**src/rtl/zb_phy_pkg.sv**
```systemverilog
// rtl/zb_phy_pkg.sv - shared types and constants for the 802.15.4 transmit framer
package zb_phy_pkg;

    typedef enum logic [2:0] {
        ST_IDLE,
        ST_PRE,
        ST_SFD,
        ST_PHR,
        ST_PAY,
        ST_FCS
    } frame_state_t;

    localparam logic [7:0]  SFD_DEFAULT      = 8'hA7;
    localparam logic [15:0] CRC16_POLY_REFL  = 16'h8408;
    // Low nibble of every octet leaves first.
    localparam logic        NIBBLE_LOW_FIRST = 1'b1;

    // Picks the first (second=0) or second (second=1) nibble of an octet in wire order.
    function automatic logic [3:0] nibble_of(input logic [7:0] octet, input logic second);
        nibble_of = (second == NIBBLE_LOW_FIRST) ? octet[7:4] : octet[3:0];
    endfunction

endpackage

```
**src/rtl/fcs_crc16.sv**
```systemverilog
// rtl/fcs_crc16.sv - combinational CRC-16/KERMIT update over one octet, LSB first
module fcs_crc16
    import zb_phy_pkg::*;
(
    input  logic [15:0] crc_in,
    input  logic [7:0]  data_byte,
    output logic [15:0] crc_out
);

    // Fold the octet into the low byte, then run eight reflected shift steps.
    always_comb begin
        logic [15:0] c;
        c = crc_in ^ {8'h00, data_byte};
        for (int i = 0; i < 8; i++) begin
            c = c[0] ? ({1'b0, c[15:1]} ^ CRC16_POLY_REFL) : {1'b0, c[15:1]};
        end
        crc_out = c;
    end

endmodule

```
**src/rtl/phy_frame_builder.sv**
```systemverilog
// rtl/phy_frame_builder.sv - PPDU framer writing nibbles to the TX FIFO; FRAME_FCS_EN appends CRC-16 FCS
module phy_frame_builder
    import zb_phy_pkg::*;
#(
    parameter int         PREAMBLE_BYTES = 4,
    parameter logic [7:0] SFD_BYTE       = SFD_DEFAULT,
    parameter int         MAX_LEN        = 127
) (
    input  logic       inClock,
    input  logic       inReset,
    input  logic       inStart,
    input  logic [6:0] inLength,
    input  logic [7:0] inByte,
    input  logic       inByteValid,
    output logic       outByteReady,
    input  logic       inFull,
    output logic [3:0] outData,
    output logic       outWriteEnable,
    output logic       outBusy,
    output logic       outDone,
    output logic       outError
);

`ifdef FRAME_FCS_EN
    localparam logic [7:0] LEN_ADD = 8'd2;
`else
    localparam logic [7:0] LEN_ADD = 8'd0;
`endif
    localparam logic [7:0] PRE_LAST  = 8'(2 * PREAMBLE_BYTES - 1);
    localparam logic [7:0] MAX_LEN_B = 8'(MAX_LEN);

    frame_state_t state_q, state_d;
    logic [7:0]   cnt_q, cnt_d;
    logic [7:0]   phr_q, phr_d;
    logic [6:0]   rem_q, rem_d;
    logic [7:0]   hold_q, hold_d;
    logic         hi_q, hi_d;
    logic         pend_q, pend_d;
    logic [3:0]   data_q, data_d;
    logic         busy_q, busy_d;
    logic         done_q, done_d;
    logic         err_q, err_d;
    logic         wr;
    logic         ready;
    logic         xfer;
    logic [7:0]   len_ext;

`ifdef FRAME_FCS_EN
    logic [15:0]  crc_q, crc_d, crc_next;

    fcs_crc16 u_fcs_crc16 (
        .crc_in    (crc_q),
        .data_byte (inByte),
        .crc_out   (crc_next)
    );
`endif

    // data_q always holds the pending nibble; it leaves whenever the FIFO has room.
    assign wr      = pend_q & ~inFull & ~inReset;
    // A new octet may land when the holder is empty or its high nibble is leaving now.
    assign ready   = (state_q == ST_PAY) && (rem_q != 7'd0) && (!pend_q || (wr && hi_q)) && !inReset;
    assign xfer    = ready & inByteValid;
    assign len_ext = {1'b0, inLength} + LEN_ADD;

    assign outByteReady   = ready;
    assign outWriteEnable = wr;
    assign outData        = data_q;
    assign outBusy        = busy_q;
    assign outDone        = done_q;
    assign outError       = err_q;

    // Next-state logic: advance to the following nibble each time the pending one is written.
    always_comb begin
        state_d = state_q;
        cnt_d   = cnt_q;
        phr_d   = phr_q;
        rem_d   = rem_q;
        hold_d  = hold_q;
        hi_d    = hi_q;
        pend_d  = pend_q;
        data_d  = data_q;
        busy_d  = busy_q;
        done_d  = 1'b0;
        err_d   = 1'b0;
`ifdef FRAME_FCS_EN
        crc_d   = crc_q;
`endif
        case (state_q)
            ST_IDLE: begin
                if (inStart) begin
                    if (inLength == 7'd0 || len_ext > MAX_LEN_B) begin
                        err_d = 1'b1;
                    end else begin
                        state_d = ST_PRE;
                        cnt_d   = 8'd0;
                        phr_d   = len_ext;
                        rem_d   = inLength;
                        hi_d    = 1'b0;
                        pend_d  = 1'b1;
                        data_d  = 4'h0;
                        busy_d  = 1'b1;
`ifdef FRAME_FCS_EN
                        crc_d   = 16'h0000;
`endif
                    end
                end
            end
            ST_PRE: begin
                if (wr) begin
                    if (cnt_q == PRE_LAST) begin
                        state_d = ST_SFD;
                        cnt_d   = 8'd0;
                        data_d  = nibble_of(SFD_BYTE, 1'b0);
                    end else begin
                        cnt_d  = cnt_q + 8'd1;
                        data_d = 4'h0;
                    end
                end
            end
            ST_SFD: begin
                if (wr) begin
                    if (cnt_q == 8'd0) begin
                        cnt_d  = 8'd1;
                        data_d = nibble_of(SFD_BYTE, 1'b1);
                    end else begin
                        state_d = ST_PHR;
                        cnt_d   = 8'd0;
                        data_d  = nibble_of(phr_q, 1'b0);
                    end
                end
            end
            ST_PHR: begin
                if (wr) begin
                    if (cnt_q == 8'd0) begin
                        cnt_d  = 8'd1;
                        data_d = nibble_of(phr_q, 1'b1);
                    end else begin
                        state_d = ST_PAY;
                        cnt_d   = 8'd0;
                        pend_d  = 1'b0;
                    end
                end
            end
            ST_PAY: begin
                if (xfer) begin
                    hold_d = inByte;
                    hi_d   = 1'b0;
                    pend_d = 1'b1;
                    data_d = nibble_of(inByte, 1'b0);
                    rem_d  = rem_q - 7'd1;
`ifdef FRAME_FCS_EN
                    crc_d  = crc_next;
`endif
                end else if (wr) begin
                    if (!hi_q) begin
                        hi_d   = 1'b1;
                        data_d = nibble_of(hold_q, 1'b1);
                    end else begin
                        pend_d = 1'b0;
                        hi_d   = 1'b0;
                        if (rem_q == 7'd0) begin
`ifdef FRAME_FCS_EN
                            state_d = ST_FCS;
                            cnt_d   = 8'd0;
                            pend_d  = 1'b1;
                            data_d  = nibble_of(crc_q[7:0], 1'b0);
`else
                            state_d = ST_IDLE;
                            busy_d  = 1'b0;
                            done_d  = 1'b1;
                            data_d  = 4'h0;
`endif
                        end
                    end
                end
            end
`ifdef FRAME_FCS_EN
            ST_FCS: begin
                if (wr) begin
                    if (cnt_q == 8'd3) begin
                        state_d = ST_IDLE;
                        cnt_d   = 8'd0;
                        pend_d  = 1'b0;
                        busy_d  = 1'b0;
                        done_d  = 1'b1;
                        data_d  = 4'h0;
                    end else begin
                        cnt_d = cnt_q + 8'd1;
                        case (cnt_q)
                            8'd0:    data_d = nibble_of(crc_q[7:0], 1'b1);
                            8'd1:    data_d = nibble_of(crc_q[15:8], 1'b0);
                            default: data_d = nibble_of(crc_q[15:8], 1'b1);
                        endcase
                    end
                end
            end
`endif
            default: begin
                state_d = ST_IDLE;
                pend_d  = 1'b0;
                busy_d  = 1'b0;
            end
        endcase
    end

    // State and output registers; reset abandons any partial frame.
    always_ff @(posedge inClock) begin
        if (inReset) begin
            state_q <= ST_IDLE;
            cnt_q   <= 8'd0;
            phr_q   <= 8'd0;
            rem_q   <= 7'd0;
            hold_q  <= 8'd0;
            hi_q    <= 1'b0;
            pend_q  <= 1'b0;
            data_q  <= 4'h0;
            busy_q  <= 1'b0;
            done_q  <= 1'b0;
            err_q   <= 1'b0;
`ifdef FRAME_FCS_EN
            crc_q   <= 16'h0000;
`endif
        end else begin
            state_q <= state_d;
            cnt_q   <= cnt_d;
            phr_q   <= phr_d;
            rem_q   <= rem_d;
            hold_q  <= hold_d;
            hi_q    <= hi_d;
            pend_q  <= pend_d;
            data_q  <= data_d;
            busy_q  <= busy_d;
            done_q  <= done_d;
            err_q   <= err_d;
`ifdef FRAME_FCS_EN
            crc_q   <= crc_d;
`endif
        end
    end

endmodule

```
**config.mk**
```make
export PLATFORM = sky130hd
export DESIGN_NAME = phy_frame_builder
export DESIGN_NICKNAME = d
export VERILOG_FILES = /design/src/rtl/zb_phy_pkg.sv /design/src/rtl/fcs_crc16.sv /design/src/rtl/phy_frame_builder.sv
export SDC_FILE = /design/constraint.sdc
export NUM_CORES = 1
export LEC_CHECK = 0
export ABC_AREA = 1
export BUFFER_PORTS_ARGS = -buffer_cell sky130_fd_sc_hd__buf_2
export CAP_MARGIN = 20
export CORE_MARGIN = 1
export CORE_UTILIZATION = 42
export CTS_BUF_LIST = sky130_fd_sc_hd__clkbuf_2
export DETAILED_ROUTE_END_ITERATION = 10
export PLACE_DENSITY = 0.65
export REMOVE_ABC_BUFFERS = 1
export SLEW_MARGIN = 20
export SYNTH_ARGS = -nofsm -noshare
export SYNTH_HDL_FRONTEND = slang
export SYNTH_SLANG_ARGS = --single-unit
```
**constraint.sdc**
```tcl
create_clock -name inClock -period 2.2 [get_ports inClock]
set_clock_uncertainty 0.05 [all_clocks]
set_input_delay 0 -clock inClock [delete_from_list [all_inputs] [get_ports inClock]]
set_output_delay 0 -clock inClock [all_outputs]
set_load 0.1 [all_outputs]
```
==> results.txt <==
----------------------------------------------------
[Worst hold path]
  Kind of path behind the tightest hold check ... primary input to register
  Instance count along the most critical hold path ... 7

[Timing]
  Final worst-path setup slack ... 0.2142 ns
  Ratio of final minimum period to clock period ... 90.26%
  Final critical path time including I/O delays and setup ... just under 2 ns
  Max-slew violation count ... 0
  Tightest Pin Transition ... between 0.4 and 0.5 ns
  Final setup TNS ... 0 ns
  Worst-case headroom to the max-slew limit ... between 60 and 70%
  Maximum achievable frequency ... roughly 0.50 GHz
  Number of hold violations in the final report ... 0
  Unrepaired setup endpoints after global routing ... false
  Final count of negative-setup-slack endpoints ... 0

[Critical path]
  Largest fanout on the critical path ... 13
  Length in cells of the worst reg-to-reg path ... 12
  Required time at the worst-slack endpoint ... 2.46 ns
  Setup crit start kind ... register
  Data arrival time of the critical path ... roughly 2.2 ns
  Endpoint class of the critical path ... register
  Critical path type ... register to register

[Route]
  Post-DRT Antenna Nets ... 0
  Router iterations before antenna repair ... 4
  DR vias/cell ... roughly 5
  Number of design-rule violations left by the first detailed-router iteration ... 134
  Routed length per instance ... 12.75 um
  Total wirelength of the detailed-routed design ... between 5 and 6 mm
  Via Count ... ~2.2k
  Final routed DRC violation total ... 0

[Synth]
  Number of flops mapped to enable cells by yosys ... 0
  Largest family of logic cells by synthesized area ... simple AND/OR/NAND/NOR gates
  Register area share after synthesis ... between 30% and 40%
  Post-synthesis adder-cell area fraction ... ~2.3%
  Number of warning messages in the yosys log ... 0
  Top FF cell, synth ... sky130_fd_sc_hd__dfxtp_1
  Biggest area consumer among synthesized cells ... sky130_fd_sc_hd__dfxtp_1
  Async S/R FF share, synth ... 0%
  Area share of the largest cell type after synthesis ... between 30% and 40%
  Synthesized-area fraction occupied by xor and xnor cells ... 0.8009%
  Most frequent cell after synthesis ... sky130_fd_sc_hd__nand2_1
  Synthesized flop and latch total ... 38
  Mux contribution to synthesized area ... less than 1%
  Commonest cells in the netlist ... sky130_fd_sc_hd__nand2_1, sky130_fd_sc_hd__nor2_1, sky130_fd_sc_hd__dfxtp_1, sky130_fd_sc_hd__inv_1
  Synth Area in Compound Gates ... between 10 and 15%
  Mapped cell area ... 0.002187 mm2
  Basic-gate share of the synthesized area counting and, or, nand and nor cells ... 38.39%
  Syn Inst Count ... about 330
  Syn Area/Cell ... 6.648 um2
  Number of distinct standard cells referenced by the synthesized netlist ... 33
  Leading cell types by total area after synthesis ... sky130_fd_sc_hd__dfxtp_1, sky130_fd_sc_hd__nand2_1, sky130_fd_sc_hd__nor2_1

[Floorplan]
  X dimension of the die ... 74.16 um
  I/O Pins ... 29
  Vert. Die Dim ... 74.16 um
  Initial core utilization ... between 40 and 50%
  Die ar. ... approximately 0.0055 mm2
  Core region area ... approximately 0.0049 mm2
  Standard-cell rows ... 25

[Clock network]
  CTS HTree Levels ... 2
  Insertion delay to the later sink of the worst-skew pair ... around 0.40 ns
  Setup bufs post-CTS ... 0
  TritonCTS clock tree ... yes
  CTS Buf Count ... 5
  Clock-pin transition on the worst setup and hold timing paths ... approximately 0.21 ns
  Clock tree sinks ... 38
  CTS root buffer ... sky130_fd_sc_hd__clkbuf_2
  Maximum count of clock buffers along a single path ... 2

[Power]
  Peak supply drop ... 512.5 uV
  PwrDens ... 1023 mW/mm2
  Tot Pwr ... 2.698 mW
  Leakage component of the power ... roughly 1.2 nW

[Run status]
  Status ... finished clean

[Placement]
  Cell area after placement ... between 0.002 and 0.0025 mm2
  Worst Setup Slack post-DPL ... about 0.30 ns
  I/O Buffers ... 28
  Placer's final routability congestion estimate ... 0.8494
  HPWL reported at the end of detailed placement ... approximately 4.1 mm

[Finish]
  Number of antenna diodes ... 0
  Layout overhead on the synthesized area ... 20.59%
  Count of filler cells inserted in the layout ... 508
  Post-route standard cell area excluding fillers ... 0.002638 mm2
  Net count, final ... between 400 and 500
  Share of final-layout standard cells stronger than drive strength 1 ... between 10% and 20%

[GRT]
  Number of global-route vias before repair ... slightly above 2k
  Largest net degree at the start of global routing ... 22
  First-pass GRT wire length ... 9.542 mm
  Global router's overall resource usage ... a little under a quarter
  Grt total ovfl ... 0
  Initial antenna violation count ... 0

[Flow run]
  Total of max-cap violations ... 0

----------------------------------------------------
==> logic make-up after synthesis <==
family	after synthesis
mux	1
xor+xnor	2
simple gates	178
buf+inv	48
compound gates	58
fa+ha+maj	4
flops	38
==> report_power, final <==
group	total, mW	internal [mW]	leakage, nW	switching [mW]
Combinational	1.46	0.456	0.885	1.00
Clock	0.318	0.0781	0.0304	0.239
Sequential	0.925	0.833	0.311	0.0914
Total	2.70	1.37	1.23	1.33
==> per-stage QoR <==
stage / utilization, % / cells / hold slack, ns
after global placement: 49.31 / 422 / 0.1523
after floorplan: - / 323 / 0.01244
after global routing: 54.05 / 449 / 0.05626
after CTS: 54.00 / 449 / 0.03946
final: 54.05 / 449 / 0.04442
after detailed placement: 49.31 / 422 / 0.1549
==> sequential cells by signal (all words and copies together) (netlist names) <==
| signal | cells |
|---|---|
| cnt_q | 8 |
| phr_q | 7 |
| rem_q | 7 |
| hold_q | 4 |
| outData | 4 |
| state_q | 3 |
| hi_q | 1 |
| outBusy | 1 |
| outDone | 1 |
| outError | 1 |
| pend_q | 1 |
==> area by class of cell <==
class                      instances  area (um2)  area share (%)
clock inverter                     2       8.758          0.3321
sequential                        38       760.7           28.84
tap                               67       83.83           3.178
clock buffer                       6       30.03           1.139
multi-input combinational        243        1234           46.77
timing repair buffer              51       362.8           13.76
inverter                          42       157.7           5.977
==> cells in the final DEF, fill, tap and decap left out, drive strengths merged <==
| cell | instances |
|---|---|
| nand3b | 1 |
| mux2i | 1 |
| clkinv | 2 |
| ha | 4 |
| a31oi | 1 |
| buf | 31 |
| clkbuf | 7 |
| nor4 | 3 |
| a211oi | 3 |
| dlygate4sd3 | 19 |
| nand2 | 74 |
| nor2 | 54 |
| nor3b | 1 |
| inv | 42 |
| nand4 | 4 |
| dfxtp | 38 |
| o211ai | 1 |
| xor2 | 2 |
| nor3 | 11 |
| and3 | 1 |
| nand3 | 29 |
| o21ai | 29 |
| a21oi | 24 |
==> final timing paths <==
path	from	endpoint	slack, ns
setup / recovery	rem_q[0]	rem_q[5]	0.21
hold / removal	inByte[0]	outData[0]	0.04
setup reg to reg	rem_q[0]	rem_q[5]	0.21
hold reg to reg	hold_q[5]	hold_q[5]	0.43
==> critical path: stages (launching register included) <==
cell	delay, ns
sky130_fd_sc_hd__dfxtp_1	0.37
sky130_fd_sc_hd__inv_1	0.08
sky130_fd_sc_hd__ha_1	0.20
sky130_fd_sc_hd__inv_1	0.07
sky130_fd_sc_hd__nor2_1	0.04
sky130_fd_sc_hd__nand3_1	0.14
sky130_fd_sc_hd__nand3_2	0.11
sky130_fd_sc_hd__nor2_4	0.17
sky130_fd_sc_hd__nand2_4	0.15
sky130_fd_sc_hd__nand2_2	0.11
sky130_fd_sc_hd__nand2_4	0.10
sky130_fd_sc_hd__o21ai_0	0.24
sky130_fd_sc_hd__a21oi_1	0.07
==> per-layer routing <==
metal,wire (um),share of wire (%),global-route usage [%],up-vias
li1,-,-,-,1177
met4,42,0.73,6.410,0
met3,243,4.2,3.794,5
met2,2532,44,37.68,50
met1,2906,51,30.70,1006
met5,0,0,0,-
==> what timing repair did <==
item | CTS | global route
resized for setup | 0 | 1
setup endpoints to repair | 0 | 1
endpoints found under the hold margin | 24 | 0
hold buffers | 19 | 0
No activity file was read; power rests on OpenSTA's default activity.
